==> src/rtl/alu_logic_pkg.sv <==
// rtl/alu_logic_pkg.sv - shared opcode encoding and default width for the logic unit
package alu_logic_pkg;

    // Default operand/result width
    localparam int ALU_LOGIC_WIDTH = 8;

    // Logic opcodes; the 2-bit field is fully decoded
    typedef enum logic [1:0] {
        OP_AND  = 2'd0,
        OP_OR   = 2'd1,
        OP_XOR  = 2'd2,
        OP_NOTA = 2'd3
    } alu_logic_op_e;

    // Odd parity of a result word (1 when the number of set bits is odd)
    function automatic logic odd_parity(input logic [ALU_LOGIC_WIDTH-1:0] value);
        return ^value;
    endfunction

endpackage

==> src/rtl/alu_logic_core.sv <==
// rtl/alu_logic_core.sv - combinational bitwise logic op with zero and parity flags
import alu_logic_pkg::*;

module alu_logic_core #(
    parameter int WIDTH = ALU_LOGIC_WIDTH
) (
    input  logic [WIDTH-1:0] a,
    input  logic [WIDTH-1:0] b,
    input  alu_logic_op_e    op,
    output logic [WIDTH-1:0] result,
    output logic             zero,
    output logic             parity
);

    // Select the bitwise operation; b is not used for NOT A
    always_comb begin
        result = '0;
        case (op)
            OP_AND:  result = a & b;
            OP_OR:   result = a | b;
            OP_XOR:  result = a ^ b;
            OP_NOTA: result = ~a;
            default: result = '0;
        endcase
    end

    // Flags derive from the same result word so they never disagree with it
    always_comb begin
        zero   = (result == '0);
        parity = ^result;
    end

endmodule

==> src/rtl/alu_logic.sv <==
// rtl/alu_logic.sv - registered logic unit with valid strobe, zero and parity flags
import alu_logic_pkg::*;

module alu_logic #(
    parameter int WIDTH = ALU_LOGIC_WIDTH
) (
    input  logic             clk,
    input  logic             rst,
    input  logic             in_valid,
    input  logic [WIDTH-1:0] a,
    input  logic [WIDTH-1:0] b,
    input  logic [1:0]       s,
    output logic [WIDTH-1:0] out,
    output logic             out_valid,
    output logic             zero,
    output logic             parity
);

    logic [WIDTH-1:0] core_result;
    logic             core_zero;
    logic             core_parity;

    alu_logic_core #(
        .WIDTH (WIDTH)
    ) u_core (
        .a      (a),
        .b      (b),
        .op     (alu_logic_op_e'(s)),
        .result (core_result),
        .zero   (core_zero),
        .parity (core_parity)
    );

    // Result and flags load only on an accepted request, otherwise hold;
    // idle-cycle operand values (even X/Z) never reach the registers
    always_ff @(posedge clk or posedge rst) begin
        if (rst) begin
            out    <= '0;
            zero   <= 1'b0;
            parity <= 1'b0;
        end else if (in_valid) begin
            out    <= core_result;
            zero   <= core_zero;
            parity <= core_parity;
        end
    end

    // One-cycle valid per accepted request; reset drops it immediately
    always_ff @(posedge clk or posedge rst) begin
        if (rst) begin
            out_valid <= 1'b0;
        end else begin
            out_valid <= in_valid;
        end
    end

endmodule

==> config.mk <==
export PLATFORM = sky130hd
export DESIGN_NAME = alu_logic
export DESIGN_NICKNAME = d
export VERILOG_FILES = /design/src/rtl/alu_logic_pkg.sv /design/src/rtl/alu_logic_core.sv /design/src/rtl/alu_logic.sv
export SDC_FILE = /design/constraint.sdc
export NUM_CORES = 1
export LEC_CHECK = 0
export CORE_MARGIN = 2
export CORE_UTILIZATION = 49
export DETAILED_ROUTE_END_ITERATION = 8
export HOLD_SLACK_MARGIN = 0.08
export MAX_ROUTING_LAYER = met4
export PLACE_DENSITY_LB_ADDON = 0.25
export SLEW_MARGIN = 10
export SYNTH_ARGS = -nofsm -noshare
export SYNTH_HDL_FRONTEND = slang
export SYNTH_SLANG_ARGS = --single-unit
==> constraint.sdc <==
create_clock -name clk -period 1.02 [get_ports clk]
set_clock_uncertainty 0.05 [all_clocks]
set_input_delay 0.306 -clock clk [delete_from_list [all_inputs] [get_ports clk]]
set_output_delay 0.306 -clock clk [all_outputs]
set_load 0.01 [all_outputs]
* Word-level counts from Yosys, hierarchy flattened
Index checks and enable logic that the tools add are counted.
** Word-level totals
- Flip-flop bits (word level) :: 11
- Output and inout port bits :: 11
- Word-level logic and storage cells :: 15
** Operators by class
- Equal/unequal tests :: 3
- Multiplexer cells :: 1
- Bitwise operators :: 4
- Reduce and logical (&&, ||, !) cells :: 3
** Operator list (count)
- case mux 8 bit (4 select lines) :: 1
- AND 8 bit :: 1
- logical NOT 8 bit :: 1
- NOT 8 bit :: 1
- OR 8 bit :: 1
- parity 8 bit :: 1
- XOR 8 bit :: 1
- equality test 2 bit, second input constant :: 2
- equality test 2 x 1 -> 1 bit, second input constant :: 1
- logical NOT 2 bit :: 1

* Logic depth before layout (Yosys ltp)
- Depth after elaboration :: 3
- Mapped depth :: 8
- Gate-level depth less buffers :: 8

* Cells and area by module
A second synthesis with hierarchy kept.
** Second synthesis, totals
- Cells, all modules :: 107
- Area total of the unflattened synthesis :: 1322.5 um2
** By module, submodules not included
- alu_logic_core :: instances 1, cells each 84, area each 882.1 um2, seq. area each 0.0 um2
- alu_logic :: instances 1, cells each 23, area each 440.4 um2, seq. area each 275.3 um2

* Worst setup path before layout
Ideal clock, no wire load.
- Path type :: input port to flip-flop
- Start :: in a[2]
- End :: reg parity
- Library setup time :: 0.131 ns
- Arrival :: 1.756 ns
- Required time :: 0.839 ns
- Setup slack :: -0.917 ns
- Stages on the path :: 8
- Buffers on the path :: 0
- Cells stage by stage :: inv_1 -> ha_1 -> inv_1 -> mux4_2 -> ha_1 -> xnor2_1 -> xnor2_1 -> a21oi_1
** On the way
- Cells in the longest elaborated chain, start to end :: 3
** RTL lines
- from (decl) :: line alu_logic.sv:10 : input logic [WIDTH-1:0] a,
- XOR 8 bit (tied with other cells) :: line alu_logic_core.sv:21 : OP_XOR: result = a ^ b;
- case mux 8 bit (4 select lines) (*) :: line alu_logic_core.sv:18 : case (op)
- parity 8 bit (*) :: line alu_logic_core.sv:30 : parity = ^result;
- to (signal assigned) :: line alu_logic.sv:44 : parity <= core_parity;
- to (decl) :: line alu_logic.sv:16 : output logic parity
Mark *: on every way between the ends. The rest lies on a longest branch, timed or not.
A chain may end at the register's enable or synchronous reset.

* Worst setup path after layout
- Start :: in b[4]
- End :: reg parity
** On the way
- Cells in the longest elaborated chain, start to end :: 3
** RTL lines
- from (decl) :: line alu_logic.sv:11 : input logic [WIDTH-1:0] b,
- XOR 8 bit (tied with other cells) :: line alu_logic_core.sv:21
- case mux 8 bit (4 select lines) (*) :: line alu_logic_core.sv:18
- parity 8 bit (*) :: line alu_logic_core.sv:30
Marked as above.

==> run summary <==
Run status: finished, violations left
Failing checks: negative setup slack
Top cells by area, synth: dfrtp_1 27%, ha_1 25%, mux4_2 18%
Crit-path slowest cell: mux4_2
CTS root buf: clkbuf_4
Mapped Nets: 140
First-pass GRT wire length: 5.14 mm
RR Endpoint: parity
# nets final: 194
# IOs: 32
Hold Vio Cnt, Final: 0
Proportion of layout cells with a drive suffix above 1: 0.658
Inst Count DP: 163
Initial DRC Count: 34
R2R cell count: 4
DRC viols: 0
Area Overhead vs Synth: 81.0%
Critical path arrival: 1920 ps
Slew headroom: 0.875
GRT Util Overall: 0.301
Reg-to-Reg Start: parity
Die Span Y: 49.6 um
DIE AREA: 0.00246 sq mm
Final setup margin: -784 ps
Most frequent cells after synthesis: 41 x inv_1, 20 x ha_1, 11 x dfrtp_1, 8 x mux2i_1, 8 x mux4_2
MaxCap Viol Count: 0
Reg clk slew, reported paths: 80 ps
Num rows: 16
Antenna diodes: 0
Power Dens Cells: 1070 mW/mm^2
Required @ worst endpoint: 1140 ps
Core footprint: 0.00196 sq mm
CP startpoint kind: input port
FFs w/ async S/R, synth: 1.00
Final core occ: 0.942
Critical path buffer and inverter count: 3
Setup crit end kind: flop
Via count: 950
CP max FO: 2
Top Family by Delay on Critical Path: adder cells
R2R Setup Slk: 20 ps
Detail Route Antenna Nets: 0
Post-Route WL: 3.75 mm
Layout Cells excl Fill: 179
Initial antenna violation count: 0
Min-delay worst type: in2async
Syn_area_per_cell: 10.3 sq um
Post-Syn Area: 0.00102 sq mm
Slew @ Worst Pin: 183 ps
Post-synth EDFFs: 0
P_leak: 0.906 nW
Final GP Congestion: 0.736
DR pass1 iterations: 4
Routed len/inst: 21.0 um
CTS tree: built
Synth area leader: dfrtp_1
WS Path Type: in2reg
Max Fclk: 0.554 GHz
Buffers on Ports: 31
CTS Sinks: 11
Primary FF master, synth: dfrtp_1
Most frequent cell after synthesis: inv_1
Starting Density: 0.520
Post-synth top area share: 0.270
Register area share after synthesis: 0.270
Max Slew Vio Count: 0
Worst vdd ir: 0.886 mV
RSZ-0062 raised after global routing: yes
Filler Cell Count: 55
Final Setup Violations: 21
Largest net degree at the start of global routing: 14
Worst path cell trace: buf_8 -> inv_6 -> ha_4 -> inv_2 -> mux4_2 -> ha_4 -> xnor2_2 -> xnor2_1 -> a21oi_1
Die Width: 49.6 um
GRT overflow: 0
Max clock buf depth: 2
Most used cell, CP: ha_4
CTS buffer count: 3
# H-tree levels: 1
Skew-Pair Late Insertion Delay: 270 ps
Vias in the first global route: 1013
Yosys reg bits: 11
Synth unique cells: 12
Cells after Synth: 99
Min Clock Period, post-route: 1800 ps
Worst path max stage delay: 500 ps
Period utilisation layout: 1.77
DP HPWL: 2.08 mm
Yosys warns: 0
Via/cell ratio: 5.31
-- flip-flops by register name, indices dropped and copies added (netlist names) --
| signal | cells |
|---|---|
| zero | 1 |
| out | 8 |
| out_valid | 1 |
| parity | 1 |
-- tightest hold or removal path, cell delays in order --
cell	delay, ps
clkdlybuf4s50_1	410
inv_1	110
buf_12	150
-- routing by layer --
layer	wire, um	GRT usage
met1	1330	0.315
met2	1960	0.567
met3	287	0.0545
met4	177	0.0880
met5	0	-
-- cell usage in the layout (no fill, tap or decap) --
| cell type | instances |
|---|---|
| a21oi_1 | 1 |
| buf_8 | 11 |
| inv_4 | 2 |
| xnor2_2 | 2 |
| buf_2 | 11 |
| clkdlybuf4s50_1 | 2 |
| xnor2_1 | 1 |
| inv_8 | 7 |
| buf_4 | 15 |
| mux4_2 | 8 |
| ha_4 | 12 |
| nor2_1 | 2 |
| a21oi_2 | 1 |
| inv_2 | 8 |
| buf_12 | 5 |
| clkbuf_1 | 1 |
| nand4_1 | 1 |
| inv_6 | 7 |
| dfrtp_1 | 11 |
| clkbuf_4 | 3 |
| ha_1 | 8 |
| buf_6 | 7 |
| inv_1 | 17 |
| mux2i_1 | 8 |
| clkbuf_2 | 1 |
-- per-stage QoR --
stage / instance area [sq um] / setup TNS (ps) / total power, mW / worst slack, ps / hold slack (ps)
6_report: 1850 / -4740 / 1.97 / -784 / 310
5_1_grt: 1850 / -5110 / 2.05 / -827 / 323
4_1_cts: 1820 / -4200 / 1.86 / -730 / 302
3_5_place_dp: 1700 / -13450 / 1.49 / -1580 / 476
3_3_place_gp: 1700 / -12680 / 1.43 / -1490 / 449
2_1_floorplan: 1280 / -3810 / 1.06 / -828 / 108
-- worst max-delay path by stage --
stage          startpoint      to  slack [ps]  cells past startpoint
2_1_floorplan        a[5]  parity        -830                      8
3_3_place_gp         a[5]  parity       -1490                      9
3_5_place_dp         a[7]  parity       -1580                      9
4_1_cts              a[0]  parity        -730                      9
5_1_grt              a[1]  parity        -830                      9
6_report             b[4]  parity        -780                      9
-- cells by family after synthesis --
kind of cell | count (synthesis) | share of synthesized area
buf+inv | 44 | 0.178
fa+ha+maj | 20 | 0.245
mux | 16 | 0.255
flops | 11 | 0.270
xor+xnor | 3 | 0.0257
simple gates | 3 | 0.0135
compound gates | 2 | 0.0135
-- cell type report --
type                       count  area, sq um  area share
tap                           27         33.8      0.0183
inverter                      41          246       0.133
multi-input combinational     44          729       0.395
clock buffer                   4         26.3      0.0142
timing repair buffer          52          537       0.290
sequential                    11          275       0.149
-- power by group --
group | internal (mW) | total (mW) | switching (mW)
clock network | 0.152 | 0.325 | 0.173
logic | 0.606 | 1.09 | 0.480
registers | 0.510 | 0.560 | 0.0506
-- repair_timing --
item / CTS / global route
buffers inserted: 9 / 3
setup endpoints to repair: 21 / 21
resized for setup: 161 / 6
hold buffers: 0 / 0
pin swaps: 16 / 5
Note: power is estimated with default switching activity, not from simulation.
